--- config.mk ---
export PLATFORM = sky130hd
export DESIGN_NAME = config_reg_bank
export DESIGN_NICKNAME = d
export VERILOG_FILES = /design/src/rtl/config_reg_bank.sv
export SDC_FILE = /design/constraint.sdc
export NUM_CORES = 1
export LEC_CHECK = 0
export ABC_AREA = 1
export CAP_MARGIN = 20
export CORE_ASPECT_RATIO = 0.8
export CORE_UTILIZATION = 42
export DETAILED_ROUTE_END_ITERATION = 10
export PLACE_DENSITY = 0.88
export SLEW_MARGIN = 20
export SYNTH_ARGS = -nofsm -noshare
export SYNTH_HDL_FRONTEND = slang
export SYNTH_SLANG_ARGS = --single-unit
--- constraint.sdc ---
create_clock -name clk -period 1.06 [get_ports clk]
set_input_delay 0.212 -clock clk [delete_from_list [all_inputs] [get_ports clk]]
set_output_delay 0.212 -clock clk [all_outputs]
set_load 0.02 [all_outputs]
--- src/rtl/config_reg_bank.sv ---
// Bank of NUM_REGS configuration registers on the serial config message path.
// Out-of-range messages are forwarded unchanged. Optional lock register: CFG_REG_BANK_LOCK_EN.
module config_reg_bank #(
  parameter int ADDR_SIZE    = 4,
  parameter int PAYLOAD_SIZE = 8,
  parameter int NUM_REGS     = 4,
  parameter int BASE_ADDR    = 0
) (
  input  logic                                  clk,
  input  logic                                  reset,
  input  logic [ADDR_SIZE+PAYLOAD_SIZE:0]       recv_msg,
  input  logic                                  recv_val,
  output logic                                  recv_rdy,
  output logic [ADDR_SIZE+PAYLOAD_SIZE:0]       send_msg,
  output logic                                  send_val,
  input  logic                                  send_rdy,
  output logic [NUM_REGS*PAYLOAD_SIZE-1:0]      cfg_out,
  output logic [NUM_REGS-1:0]                   cfg_update
);

  localparam int MSG_W = ADDR_SIZE + PAYLOAD_SIZE + 1;
  localparam int IDX_W = (NUM_REGS > 1) ? $clog2(NUM_REGS) : 1;
  localparam logic [ADDR_SIZE:0] BASE_EXT = (ADDR_SIZE+1)'(BASE_ADDR);
  localparam logic [ADDR_SIZE:0] END_EXT  = (ADDR_SIZE+1)'(BASE_ADDR + NUM_REGS);

  logic [NUM_REGS-1:0][PAYLOAD_SIZE-1:0] regs_q, regs_d;
  logic [NUM_REGS-1:0]                   cfg_update_q, cfg_update_d;
  logic                                  send_val_q, send_val_d;
  logic [MSG_W-1:0]                      send_msg_q, send_msg_d;

  logic [ADDR_SIZE-1:0]    addr;
  logic [ADDR_SIZE:0]      addr_ext;
  logic                    wr;
  logic [PAYLOAD_SIZE-1:0] payload;
  logic [IDX_W-1:0]        idx;
  logic                    in_range;
  logic                    accept;

  assign addr     = recv_msg[MSG_W-1 -: ADDR_SIZE];
  assign wr       = recv_msg[PAYLOAD_SIZE];
  assign payload  = recv_msg[PAYLOAD_SIZE-1:0];
  // Extra address bit keeps the subtraction and upper-bound compare from wrapping.
  assign addr_ext = {1'b0, addr};
  assign idx      = IDX_W'(addr_ext - BASE_EXT);
  assign in_range = (addr_ext >= BASE_EXT) && (addr_ext < END_EXT);

  // Ready depends only on the output register, never on recv_val.
  assign recv_rdy = !send_val_q || send_rdy;
  assign accept   = recv_val && recv_rdy;

`ifdef CFG_REG_BANK_LOCK_EN
  logic lock_q, lock_d;
  logic is_lock;
  assign is_lock = (addr_ext == END_EXT);
`endif

  always_comb begin
    regs_d       = regs_q;
    cfg_update_d = '0;
    send_val_d   = send_val_q;
    send_msg_d   = send_msg_q;
`ifdef CFG_REG_BANK_LOCK_EN
    lock_d       = lock_q;
`endif
    if (send_val_q && send_rdy) send_val_d = 1'b0;
    if (accept) begin
      if (in_range) begin
        if (wr) begin
`ifdef CFG_REG_BANK_LOCK_EN
          if (!lock_q) begin
            regs_d[idx]       = payload;
            cfg_update_d[idx] = 1'b1;
          end
`else
          regs_d[idx]       = payload;
          cfg_update_d[idx] = 1'b1;
`endif
        end else begin
          send_val_d = 1'b1;
          send_msg_d = {addr, 1'b0, regs_q[idx]};
        end
`ifdef CFG_REG_BANK_LOCK_EN
      end else if (is_lock) begin
        if (wr) begin
          lock_d = lock_q | payload[0];
        end else begin
          send_val_d = 1'b1;
          send_msg_d = {addr, 1'b0, {(PAYLOAD_SIZE-1){1'b0}}, lock_q};
        end
`endif
      end else begin
        send_val_d = 1'b1;
        send_msg_d = recv_msg;
      end
    end
  end

  always_ff @(posedge clk) begin
    if (reset) begin
      regs_q       <= '0;
      cfg_update_q <= '0;
      send_val_q   <= 1'b0;
      send_msg_q   <= '0;
`ifdef CFG_REG_BANK_LOCK_EN
      lock_q       <= 1'b0;
`endif
    end else begin
      regs_q       <= regs_d;
      cfg_update_q <= cfg_update_d;
      send_val_q   <= send_val_d;
      send_msg_q   <= send_msg_d;
`ifdef CFG_REG_BANK_LOCK_EN
      lock_q       <= lock_d;
`endif
    end
  end

  assign cfg_out    = regs_q;
  assign cfg_update = cfg_update_q;
  assign send_val   = send_val_q;
  assign send_msg   = send_msg_q;

endmodule

Yosys cells after proc, flatten, opt, wreduce, memory -nomap -nowiden
Cells that the tools add are included.

storage, ports and cells
  memory bits (read-only) = 0
  memories kept = 0
  register bits = 50
  input port bits = 17
  bits in latches = 0
  RAM bits = 0

cells by class
  div/mod/pow operators = 0
  equal/unequal tests = 1
  bitwise gates (word level) = 3
  add/sub/neg operators = 0
  shift-type cells = 0
  reductions and logical operators = 9
  magnitude comparators = 4
  muxes and demuxes = 13
  multipliers = 0

operators by type and width
  kind                                                                          count
  32-bit bitwise mux                                                            1
  13-bit 2-to-1 mux                                                             2
  8-bit binary-select mux with 2-bit select                                     1
  8-bit demux with 2-bit select                                                 1
  8-bit 2-to-1 mux                                                              2
  1-bit 2-to-1 mux                                                              5
  4-bit by 1-bit >= comparator with 1-bit output, second input constant         1
  1-bit logical AND                                                             4
  4-bit by 3-bit less-than comparator with 1-bit output, second input constant  1
  4-bit OR reduction                                                            1
  2-bit by 3-bit less-than comparator with 1-bit output, second input constant  1
  1-bit inverter                                                                3
  3-bit AND reduction                                                           1
  1-bit demux with 2-bit select                                                 1
  2-bit by 1-bit >= comparator with 1-bit output, second input constant         1
  2-bit inequality test, second input constant                                  1
  2-bit AND reduction                                                           1
  1-bit zero test                                                               1
  1-bit logical OR                                                              1

Logic depth before layout (Yosys ltp)
  depth after elaboration = 5
  depth in mapped cells = 8

Least setup slack after synthesis
No wires, ideal clock.

  path kind = reg2reg
  from = register send_val_q (netlist: send_val)
  to = register regs_q, in the netlist cfg_out[0]
  arrival time = 1.249 ns
  clock period less this slack = 1.365 ns
  path buffers = 0
  path slack = -0.305 ns
  stages on the path, launching flop included = 8
  path through = dfxtp_1 nand2_1 nand2_1 nor2_8 nand2_4 clkinv_4 nor2_1 nor2_1

between the ends
  longest elaborated chain between the ends = 4

ends and longest elaborated chain
  element                        line  RTL
  from (decl)                    28    logic send_val_q, send_val_d;
  from (signal assigned)         110   send_val_q <= send_val_d;
  1-bit zero test                48    assign recv_rdy = !send_val_q || send_rdy;
  1-bit logical OR               48
  via recv_rdy                   13    output logic recv_rdy,
  1-bit logical AND              49    assign accept = recv_val && recv_rdy;
  3-bit AND reduction (no line)  -
  to (signal assigned)           108   regs_q <= regs_d;
  to (decl)                      26    logic [NUM_REGS-1:0][PAYLOAD_SIZE-1:0] regs_q, regs_d;

The timed path passes the listed nets, and every way through them passes these cells.
A chain may end at the register's enable or synchronous reset.

Worst setup path after layout
  from = register send_val_q (netlist: send_val)
  to = register regs_q, in the netlist cfg_out[12]

between the ends
  longest elaborated chain between the ends = 4

ends and longest elaborated chain
  element                        line
  1-bit zero test                48
  1-bit logical OR               48
  1-bit logical AND              49
  3-bit AND reduction (no line)  -

No other way between the ends.

==> results.py <==
metrics = {
    "outcome": {
        "outcome": "finished, violations left",
        "violations": "setup timing",
    },
    "power_and_ir_drop": {
        "switching_share": 0.2875,
        "p_leak_nw": 1.798,
        "vdd_drop_max_mv": 0.7619,
        "p_int_mw": 2.804,
        "p_sw_mw": 1.132,
        "p_per_area_nw_per_um2": 1058,
        "clkPwrFrac": 0.294,
        "fin_total_pwr_mw": 3.936,
        "seqPwrFrac": 0.498,
        "combPwrFrac": 0.208,
    },
    "clock_network": {
        "clockBufferDepth": 2,
        "clk_pin_slew_ps": 90,
        "htreeDepth": 2,
        "cts_root_buffer": "clkbuf_8",
        "clkLatencyLatePin_ps": 300,
        "cts_sinks": 50,
        "cts_tree": "built",
        "hold_buffers": 0,
        "numCtsBuffers": 5,
    },
    "synth": {
        "synth_compound_area_frac": 0.1103,
        "synthDominantCellAreaShare": 0.4574,
        "yosys.cell_types.count": 19,
        "syn_nets": 331,
        "synth_edf_count": 0,
        "synth_area_leaders": "dfxtp_1 46%, nand2_1 15%, nor2_1 15%",
        "yosys.area_share.simple": 0.3756,
        "synth-xor-area-share": 0,
        "synth_ff_type": "dfxtp_1",
        "synthMuxAreaShare": 0,
        "ys_top_cells_by_count": "86 x nand2_1, 86 x nor2_1, 50 x dfxtp_1",
        "synthAdderAreaFrac": 0,
        "ys_warn_count": 0,
        "synth.yosys.seq_area_share": 0.4574,
        "syn_avg_cell_area_um2": 6.969,
        "synth_top_family_by_area": "simple AND/OR/NAND/NOR gates",
        "synth_area_um2": 2188,
        "async_reset_ff_frac": 0,
        "synthCells": 314,
        "synth_top_cell_by_area": "dfxtp_1",
        "ys_ff_latch": 50,
    },
    "timing": {
        "timing.hold.ws_ps": 378.2,
        "tightest_slew_ps": 260.3,
        "fin_ws_ps": -277.5,
        "hold_violations": 0,
        "period_needed_ps": 1337,
        "slew-limit-headroom": 0.8265,
        "grt_setup_unrepaired": "yes",
        "skew_ps": 5.593,
        "clock.fmax_mhz": 747.7,
        "setup_viol": 50,
        "final.setup.tns_ps": -9038,
        "period_share": 1.262,
        "drv_slew": 0,
    },
    "global_route": {
        "grt_usage": 0.3158,
        "grt_pass1_wl_mm": 12.93,
        "grt-ovfl-total": 0,
        "grt_max_degree": 33,
        "grt_pass1_vias": 2703,
        "antenna_found_initial": 0,
    },
    "floorplan": {
        "die_area_um2": 5505,
        "die-height_um": 66.56,
        "io_pins": 68,
        "core_area_um2": 5007,
        "rows": 23,
        "initial_core_util": 0.4370,
        "die_w_um": 82.70,
    },
    "route": {
        "vias": 2836,
        "drt_iter0_drc": 402,
        "drtAntennaViolNets": 0,
        "totalWireLength_mm": 9.047,
        "drc_errors": 0,
        "wl_per_cell_um": 17.60,
        "vias_per_cell": 5.518,
        "dr.pass1.iters": 8,
    },
    "placed_design": {
        "dpl_cell_area_um2": 3413,
        "port_buffers": 67,
        "dp.cells": 496,
        "place.gp.congestion": 0.8777,
        "place_hpwl_mm": 4.937,
        "preCtsSetupSlack_ps": -641.3,
    },
    "flow_run": {
        "cap_violations": 0,
    },
    "worst_setup_path": {
        "crit_type": "reg -> reg",
        "critPathArrivalTime_ps": 1530,
        "worstSetupStartpointType": "flip-flop",
        "endpoint_kind": "flip-flop",
        "crit_fanout": 8,
        "worst_ep_required_time_ps": 1250,
    },
    "final_layout": {
        "nets": 468,
        "drive_above_1_share": 0.4801,
        "syn_to_final_growth_pct": 70.04,
        "fin_util": 0.7431,
        "design_area_um2": 3721,
        "diodes": 0,
        "stdcell_count": 514,
    },
    "worst_hold_path": {
        "hp-class": "in -> reg",
    },
}
## power groups by stage
stage / combinational (mW) / sequential, mW / clock (mW)
2_1_floorplan: 0.254 / 2.06 / 0
3_3_place_gp: 0.669 / 2.00 / 0
3_5_place_dp: 0.685 / 2.00 / 0
4_1_cts: 0.720 / 1.96 / 1.15
5_1_grt: 0.856 / 1.97 / 1.24
6_report: 0.817 / 1.96 / 1.16
## kinds of logic (layout without fill, tap and decap cells)
group | after synthesis | count (layout)
compound gates | 47 | 47
buf+inv | 23 | 157
flops | 50 | 50
simple gates | 194 | 198
## registers in the layout, summed over array words and instances (netlist names)
| name | flops |
|---|---|
| cfg_out | 32 |
| cfg_update | 4 |
| send_msg | 13 |
| send_val | 1 |
## area by class of cell
type	instances	area (um^2)
clock inverter	1	5.005
inverter	11	92.59
fill	345	1286
clock buffer	7	86.33
tap	62	77.57
multi-input combinational	245	1380
sequential	50	1013
timing repair buffer	138	1066
## worst max-delay path, cell delays in order, from the launching register on
cell and delay [ps]:
dfxtp_4 400, nand2_4 70, buf_6 120, nand2_4 70, nor2_8 40, buf_12 150, nand2_8 100, clkinv_8 100
nor2_2 110, nor2_1 60
## layout by cell type (no fill, tap or decap), drive strengths merged, types with 6 or more instances in the layout
master | synthesis | routed
inv | 6 | 6
nand3 | 12 | 12
nor2 | 89 | 89
nand2 | 92 | 96
clkdlybuf4s50 | 0 | 9
clkbuf | 5 | 7
buf | 7 | 121
dlygate4sd2 | 0 | 8
clkinv | 5 | 6
o21ai | 32 | 32
dfxtp | 50 | 50
a21oi | 14 | 14
## repair_timing
item,CTS,global route
setup endpoints to repair,101,68
pin swaps,7,3
gates cloned,4,0
hold endpoints to repair,0,0
gates resized for setup,257,65
buffers inserted,3,3
## per-layer routing
| layer | global-route usage | part of all wire | vias up |
|---|---|---|---|
| met3 | 0.07123 | 0.11 | 66 |
| li1 | - | - | 1273 |
| met2 | 0.5318 | 0.48 | 217 |
| met1 | 0.3764 | 0.36 | 1280 |
| met5 | 0 | 0 | - |
| met4 | 0.1509 | 0.049 | 0 |
## final timing paths
path | startpoint | endpoint | slack (ps) | cells after the start
worst max-delay path | send_val | cfg_out[12] | -280 | 9
worst min-delay path | send_rdy | send_val | 380 | 4
worst max register to register | send_val | cfg_out[12] | -280 | 9
worst min register to register | send_msg[11] | send_msg[11] | 470 | 2
Power figures use the tool's default switching activity.
